File: config.mk
export PLATFORM = sky130hd
export DESIGN_NAME = acq_sequencer
export DESIGN_NICKNAME = d
export VERILOG_FILES = /design/src/rtl/acq_pkg.sv /design/src/rtl/acq_pingpong_buf.sv /design/src/rtl/acq_sequencer.sv
export SDC_FILE = /design/constraint.sdc
export NUM_CORES = 1
export LEC_CHECK = 0
export ABC_AREA = 1
export ABC_CLOCK_PERIOD_IN_PS = 4300
export CORE_MARGIN = 10
export CORE_UTILIZATION = 45
export DETAILED_ROUTE_END_ITERATION = 12
export PLACE_DENSITY = 0.71
export SETUP_SLACK_MARGIN = 0.02
export SLEW_MARGIN = 10
export SYNTH_ARGS = -nofsm -noshare
export SYNTH_HDL_FRONTEND = slang
export SYNTH_HIERARCHICAL = 1
export SYNTH_SLANG_ARGS = --single-unit
export TNS_END_PERCENT = 1
File: constraint.sdc
create_clock -name clk_PSRAM -period 4.3 [get_ports clk_PSRAM]
set_input_delay 0.86 -clock clk_PSRAM [delete_from_list [all_inputs] [get_ports clk_PSRAM]]
set_output_delay 0.86 -clock clk_PSRAM [all_outputs]
set_load 0.05 [all_outputs]
File: src/rtl/acq_pkg.sv
// Shared types and helpers for the ADC acquisition sequencer.
// Holds the run state encoding and the packing of a raw ADC sample into a 16-bit word.
package acq_pkg;

    localparam int SAMPLE_W = 16;

    typedef enum logic [2:0] {
        IDLE,
        ARM,
        CAPTURE,
        FLUSH,
        DONE
    } acq_state_t;

    // The out-of-range flag sits in the MSB so downstream code can test it with a sign check.
    function automatic logic [SAMPLE_W-1:0] pack_sample(input logic otr, input logic [11:0] data);
        return {otr, 3'b000, data};
    endfunction

endpackage

File: src/rtl/acq_pingpong_buf.sv
// Two-deep ping-pong burst buffer: one side fills sample by sample while the other drains to PSRAM.
// The fill side can be closed early, which zero-pads the slots that were never written.
module acq_pingpong_buf
    import acq_pkg::*;
#(
    parameter int BURST_WORDS = 4
) (
    input  logic                            clk_PSRAM,
    input  logic                            rst,
    input  logic                            wr_en,
    input  logic [SAMPLE_W-1:0]             wr_word,
    input  logic                            close,
    input  logic                            free,
    output logic [1:0]                      full,
    output logic [$clog2(BURST_WORDS)-1:0]  slot,
    output logic [SAMPLE_W*BURST_WORDS-1:0] drain_data
);

    localparam int SLOT_W = $clog2(BURST_WORDS);
    localparam logic [SLOT_W-1:0] LAST_SLOT = SLOT_W'(BURST_WORDS - 1);

    logic [SAMPLE_W-1:0] mem_reg [2][BURST_WORDS];
    logic                fill_ptr_reg;
    logic                drain_ptr_reg;
    logic [1:0]          full_reg;
    logic [SLOT_W-1:0]   slot_reg;
    logic                close_partial;

    assign close_partial = close && (slot_reg != '0);

    always_ff @(posedge clk_PSRAM or posedge rst) begin
        if (rst) begin
            fill_ptr_reg  <= 1'b0;
            drain_ptr_reg <= 1'b0;
            full_reg      <= 2'b00;
            slot_reg      <= '0;
            for (int b = 0; b < 2; b++) begin
                for (int w = 0; w < BURST_WORDS; w++) begin
                    mem_reg[b][w] <= '0;
                end
            end
        end else begin
            // Free first: when both sides are full the freed side is also the fill side,
            // and a sample landing in the same cycle must see it as empty.
            if (free) begin
                full_reg[drain_ptr_reg] <= 1'b0;
                drain_ptr_reg           <= ~drain_ptr_reg;
            end
            if (wr_en) begin
                mem_reg[fill_ptr_reg][slot_reg] <= wr_word;
                if (slot_reg == LAST_SLOT) begin
                    full_reg[fill_ptr_reg] <= 1'b1;
                    fill_ptr_reg           <= ~fill_ptr_reg;
                    slot_reg               <= '0;
                end else begin
                    slot_reg <= slot_reg + 1'b1;
                end
            end else if (close_partial) begin
                for (int w = 0; w < BURST_WORDS; w++) begin
                    if (SLOT_W'(w) >= slot_reg) begin
                        mem_reg[fill_ptr_reg][w] <= '0;
                    end
                end
                full_reg[fill_ptr_reg] <= 1'b1;
                fill_ptr_reg           <= ~fill_ptr_reg;
                slot_reg               <= '0;
            end
        end
    end

    generate
        for (genvar gi = 0; gi < BURST_WORDS; gi++) begin : g_drain
            assign drain_data[gi*SAMPLE_W +: SAMPLE_W] = mem_reg[drain_ptr_reg][gi];
        end
    endgenerate

    assign full = full_reg;
    assign slot = slot_reg;

endmodule

File: src/rtl/acq_sequencer.sv
// Runs one ADC acquisition: arms the capture block, packs samples into ping-pong bursts and
// writes each full burst to PSRAM at incrementing addresses until the sample count or an abort.
module acq_sequencer
    import acq_pkg::*;
#(
    parameter int ADDR_W      = 21,
    parameter int BURST_WORDS = 4,
    parameter int ADDR_STEP   = 8,
    parameter int CNT_W       = 24
) (
    input  logic                            clk_PSRAM,
    input  logic                            rst,
    input  logic                            acq_start,
    input  logic                            acq_abort,
    input  logic [CNT_W-1:0]                acq_num_samples,
    input  logic [ADDR_W-1:0]               acq_base_addr,
    input  logic                            adc_ready,
    input  logic [11:0]                     adc_data,
    input  logic                            adc_OTR,
    output logic                            adc_enable,
    output logic                            psram_wr_req,
    input  logic                            psram_wr_ack,
    output logic [ADDR_W-1:0]               psram_addr,
    output logic [SAMPLE_W*BURST_WORDS-1:0] psram_wr_data,
    output logic                            acq_busy,
    output logic                            acq_done,
    output logic                            acq_overrun,
    output logic [CNT_W-1:0]                acq_count
);

    localparam int SLOT_W = $clog2(BURST_WORDS);

    acq_state_t         state_reg;
    logic [CNT_W-1:0]   n_reg;
    logic [CNT_W-1:0]   count_reg;
    logic [ADDR_W-1:0]  addr_reg;
    logic               req_reg;
    logic               enable_reg;
    logic               busy_reg;
    logic               done_reg;
    logic               overrun_reg;

    logic [1:0]         buf_full;
    logic [SLOT_W-1:0]  buf_slot;
    logic               capturing;
    logic               ack_fire;
    logic               both_full;
    logic               accept;
    logic               drop;
    logic               hit_n;
    logic               close;
    logic               flush_idle;
    logic [CNT_W-1:0]   count_next;

    assign capturing  = (state_reg == ARM) || (state_reg == CAPTURE);
    assign ack_fire   = psram_wr_ack && req_reg;
    assign both_full  = &buf_full;
    // An ack in the same cycle frees the oldest buffer, so a sample arriving then still fits.
    assign accept     = capturing && adc_ready && (!both_full || ack_fire);
    assign drop       = capturing && adc_ready && both_full && !ack_fire;
    assign count_next = count_reg + 1'b1;
    assign hit_n      = accept && (count_next == n_reg);
    assign close      = (state_reg == FLUSH) && (buf_slot != '0);
    assign flush_idle = (state_reg == FLUSH) && (buf_full == 2'b00) && !req_reg && (buf_slot == '0);

    acq_pingpong_buf #(
        .BURST_WORDS (BURST_WORDS)
    ) u_buf (
        .clk_PSRAM  (clk_PSRAM),
        .rst        (rst),
        .wr_en      (accept),
        .wr_word    (pack_sample(adc_OTR, adc_data)),
        .close      (close),
        .free       (ack_fire),
        .full       (buf_full),
        .slot       (buf_slot),
        .drain_data (psram_wr_data)
    );

    always_ff @(posedge clk_PSRAM or posedge rst) begin
        if (rst) begin
            state_reg   <= IDLE;
            n_reg       <= '0;
            count_reg   <= '0;
            addr_reg    <= '0;
            req_reg     <= 1'b0;
            enable_reg  <= 1'b0;
            busy_reg    <= 1'b0;
            done_reg    <= 1'b0;
            overrun_reg <= 1'b0;
        end else begin
            // Dropping req on the ack edge guarantees at least one idle cycle between bursts.
            if (ack_fire) begin
                req_reg  <= 1'b0;
                addr_reg <= addr_reg + ADDR_W'(ADDR_STEP);
            end else if (!req_reg && (buf_full != 2'b00)) begin
                req_reg <= 1'b1;
            end

            case (state_reg)
                IDLE: begin
                    if (acq_start) begin
                        count_reg   <= '0;
                        overrun_reg <= 1'b0;
                        n_reg       <= acq_num_samples;
                        addr_reg    <= acq_base_addr;
                        if (acq_num_samples == '0) begin
                            state_reg <= DONE;
                            done_reg  <= 1'b1;
                        end else begin
                            state_reg  <= ARM;
                            enable_reg <= 1'b1;
                            busy_reg   <= 1'b1;
                        end
                    end
                end
                ARM, CAPTURE: begin
                    if (accept) begin
                        count_reg <= count_next;
                    end
                    if (drop) begin
                        overrun_reg <= 1'b1;
                    end
                    if (hit_n || acq_abort) begin
                        state_reg  <= FLUSH;
                        enable_reg <= 1'b0;
                    end else if (adc_ready) begin
                        state_reg <= CAPTURE;
                    end
                end
                FLUSH: begin
                    if (flush_idle) begin
                        state_reg <= DONE;
                        done_reg  <= 1'b1;
                        busy_reg  <= 1'b0;
                    end
                end
                DONE: begin
                    done_reg  <= 1'b0;
                    state_reg <= IDLE;
                end
                default: begin
                    state_reg <= IDLE;
                end
            endcase
        end
    end

    assign adc_enable   = enable_reg;
    assign psram_wr_req = req_reg;
    assign psram_addr   = addr_reg;
    assign acq_busy     = busy_reg;
    assign acq_done     = done_reg;
    assign acq_overrun  = overrun_reg;
    assign acq_count    = count_reg;

endmodule

==> impl_metrics.tcl <==
set metrics [dict create \
    status "completed" \
    synth_top_area_share_pct 45.5 \
    antenna_found_initial 0 \
    max_freq_mhz 260 \
    cts_setup_buffers 0 \
    post_drt_wl_per_cell_um 16.6 \
    p_per_area_nw_per_um2 795 \
    grt_pass1_vias 10800 \
    syn-cell-area_um2 11600 \
    synth_compound_gate_area_share_pct 7.80 \
    synth_seq_area_share_pct 45.5 \
    fp.dieH_um 181 \
    worst_slew_pin_slew_ns 0.957 \
    dieArea_um2 32600 \
    path_class "register to primary output" \
    whs_path_depth 2 \
    end_kind "primary output" \
    ctsHoldBuffers 0 \
    slew_headroom_pct 36.2 \
    final_max_slew_viol_count 0 \
    ys_seq_elements 211 \
    die_w_um 181 \
    maxCapViolCount 0 \
    synth-xor-area-share_pct 1.48 \
    largest_register_ffs 128 \
    start_util_pct 45.9 \
    place_area_um2 13700 \
    cts_tree "built" \
    grt_usage_pct 21.3 \
    ant_nets 0 \
    final_common_cell "nand2_1" \
    clock_latency_ns 0.52 \
    dp_cells 2113 \
    synth_top_family_by_area "simple AND/OR/NAND/NOR gates" \
    path_clk_slew_ns 0.06 \
    finalNetCount 1881 \
    setup_tns_ns 0 \
    finalCriticalPeriod_ns 3.85 \
    min_path_type "register to register" \
    fin_crit_sh_pct 89.5 \
    fillerInstances 2316 \
    synthSimpleGateAreaFrac_pct 37.0 \
    finalWirelength_mm 35.8 \
    arrival_ns 2.99 \
    setup_violations 0 \
    cts_buffer_depth 3 \
    cts_buffers 25 \
    ys_types 42 \
    hold_viol 0 \
    synthTopCellsByArea "dfrtp_1 (46%), nand2_1 (25%), o21ai_0 (5.5%)" \
    grt_pass1_wl_mm 58.0 \
    vias_per_cell 5.16 \
    finClkSkew_ns 0.0134 \
    vias 11100 \
    clockRootBuffer "clkbuf_16" \
    synthArstFlopShare_pct 100 \
    io_pins 178 \
    stdcell_area_um2 14500 \
    drive_gt1_share_pct 6.24 \
    synth_fa_ha_area_share_pct 0.756 \
    numPortBuffers 177 \
    worst-r2r-cell-count 8 \
    htree_levels 1 \
    yosys_most_used_dff "dfrtp_1" \
    syn_inst 1642 \
    leakage_nw 7.29 \
    area_growth_pct 25.2 \
    grt_max_degree 68 \
    drt_pass1_iterations 9 \
    avgSynthCellArea_um2 7.06 \
    ys_warn_count 6 \
    crit_fanout 43 \
    peakVddDrop_v 0.000390 \
    stdcell_count 2157 \
    rsz0062_at_grt "no" \
    core_um2 25300 \
    critPathLaunchType "register" \
    muxShareOfSynthArea_pct 0 \
    insertedDiodeCount 0 \
    required_ns 3.44 \
    gp_congestion 0.917 \
    hpwl_mm 25.8 \
    synth_edf_count 0 \
    row_count 58 \
    drt_iter0_drc 934 \
    most-common-layout-cells "nand2_1 (781), dfrtp_1 (210), clkdlybuf4s50_1 (177)" \
    cts.sinks 211 \
    drt_drc_violations_left 0 \
    post_cts_resized 0 \
    synth_top_area_cell "dfrtp_1" \
    overflow 0 \
]
cell usage after synthesis, types with 12 or more instances:
library cell,n
dfrtp_1,211
clkbuf_1,25
nand2_1,781
nand3_1,104
xor2_1,12
o22ai_1,13
nor2_1,59
o21ai_0,128
inv_1,143
a21oi_1,15
buf_2,24
nand2_2,18
logic make-up (layout without fill, tap and decap cells):
kind of cell             Yosys count  in the layout
flip-flops                       211            211
other                              1             12
buffers and inverters            211            385
AO/OA/AOI/OAI                    173            173
AND/OR/NAND/NOR                 1021           1021
adder cells (fa/ha/maj)            7              7
XOR/XNOR                          18             18
layer usage:
| metal | wire length (um) | track usage (%) | vias up |
|---|---|---|---|
| met3 | 2080 | 3.37 | 79 |
| met4 | 1070 | 6.92 | 0 |
| met5 | 0 | 0 | - |
| met2 | 17500 | 36.0 | 341 |
| met1 | 15200 | 27.2 | 5251 |
| li1 | - | - | 5457 |
final timing paths:
kind,endpoint,from,slack (ns)
max reg2reg,u_buf/mem_reg[118]$_DFFE_PP0P_,psram_wr_req$_DFFE_PP0P_,1.59
min,psram_addr[1]$_DFFE_PP0P_,psram_addr[1]$_DFFE_PP0P_,0.47
min reg2reg,psram_addr[1]$_DFFE_PP0P_,psram_addr[1]$_DFFE_PP0P_,0.47
max,psram_wr_data[48],u_buf/drain_ptr_reg$_DFFE_PP0P_,0.45
max in group asynchronous,u_buf/mem_reg[90]$_DFFE_PP0P_,rst,2.51
min in group asynchronous,u_buf/mem_reg[14]$_DFFE_PP0P_,rst,0.91
critical path, stage by stage, from the launching register on:
cell	delay [ns]
dfrtp_2	0.80
buf_4	0.58
nand2_1	0.12
nand2_1	0.13
clkdlybuf4s50_1	0.82
report_power, final:
part	switching [mW]	internal (mW)	total, mW	leakage (nW)
combinational	4.12	1.74	5.86	4.11
sequential	0.733	2.76	3.49	2.76
clock	0.841	1.35	2.19	0.416
total	5.69	5.85	11.5	7.29
final cells by class:
type / instances / area (um^2) / share of cell area (%)
Clock buffer: 36 / 727 / 5.01
Clock inverter: 8 / 121 / 0.836
Inverter: 149 / 567 / 3.91
Multi-Input combinational cell: 1231 / 5510 / 37.9
Sequential cell: 211 / 5280 / 36.4
Tap cell: 330 / 413 / 2.84
Timing Repair Buffer: 192 / 1900 / 13.1
stage by stage:
step / power, mW / hold slack [ns] / worst slack (ns) / utilization, %
3_3_place_gp: 9.26 / 0.453 / 0.789 / 54.1
5_1_grt: 12.3 / 0.489 / 0.267 / 57.5
2_1_floorplan: 7.44 / 0.442 / 1.47 / -
6_report: 11.5 / 0.470 / 0.452 / 57.5
4_1_cts: 11.6 / 0.472 / 0.443 / 57.5
3_5_place_dp: 9.35 / 0.457 / 0.630 / 54.1
(Power assumes the default switching activity.)
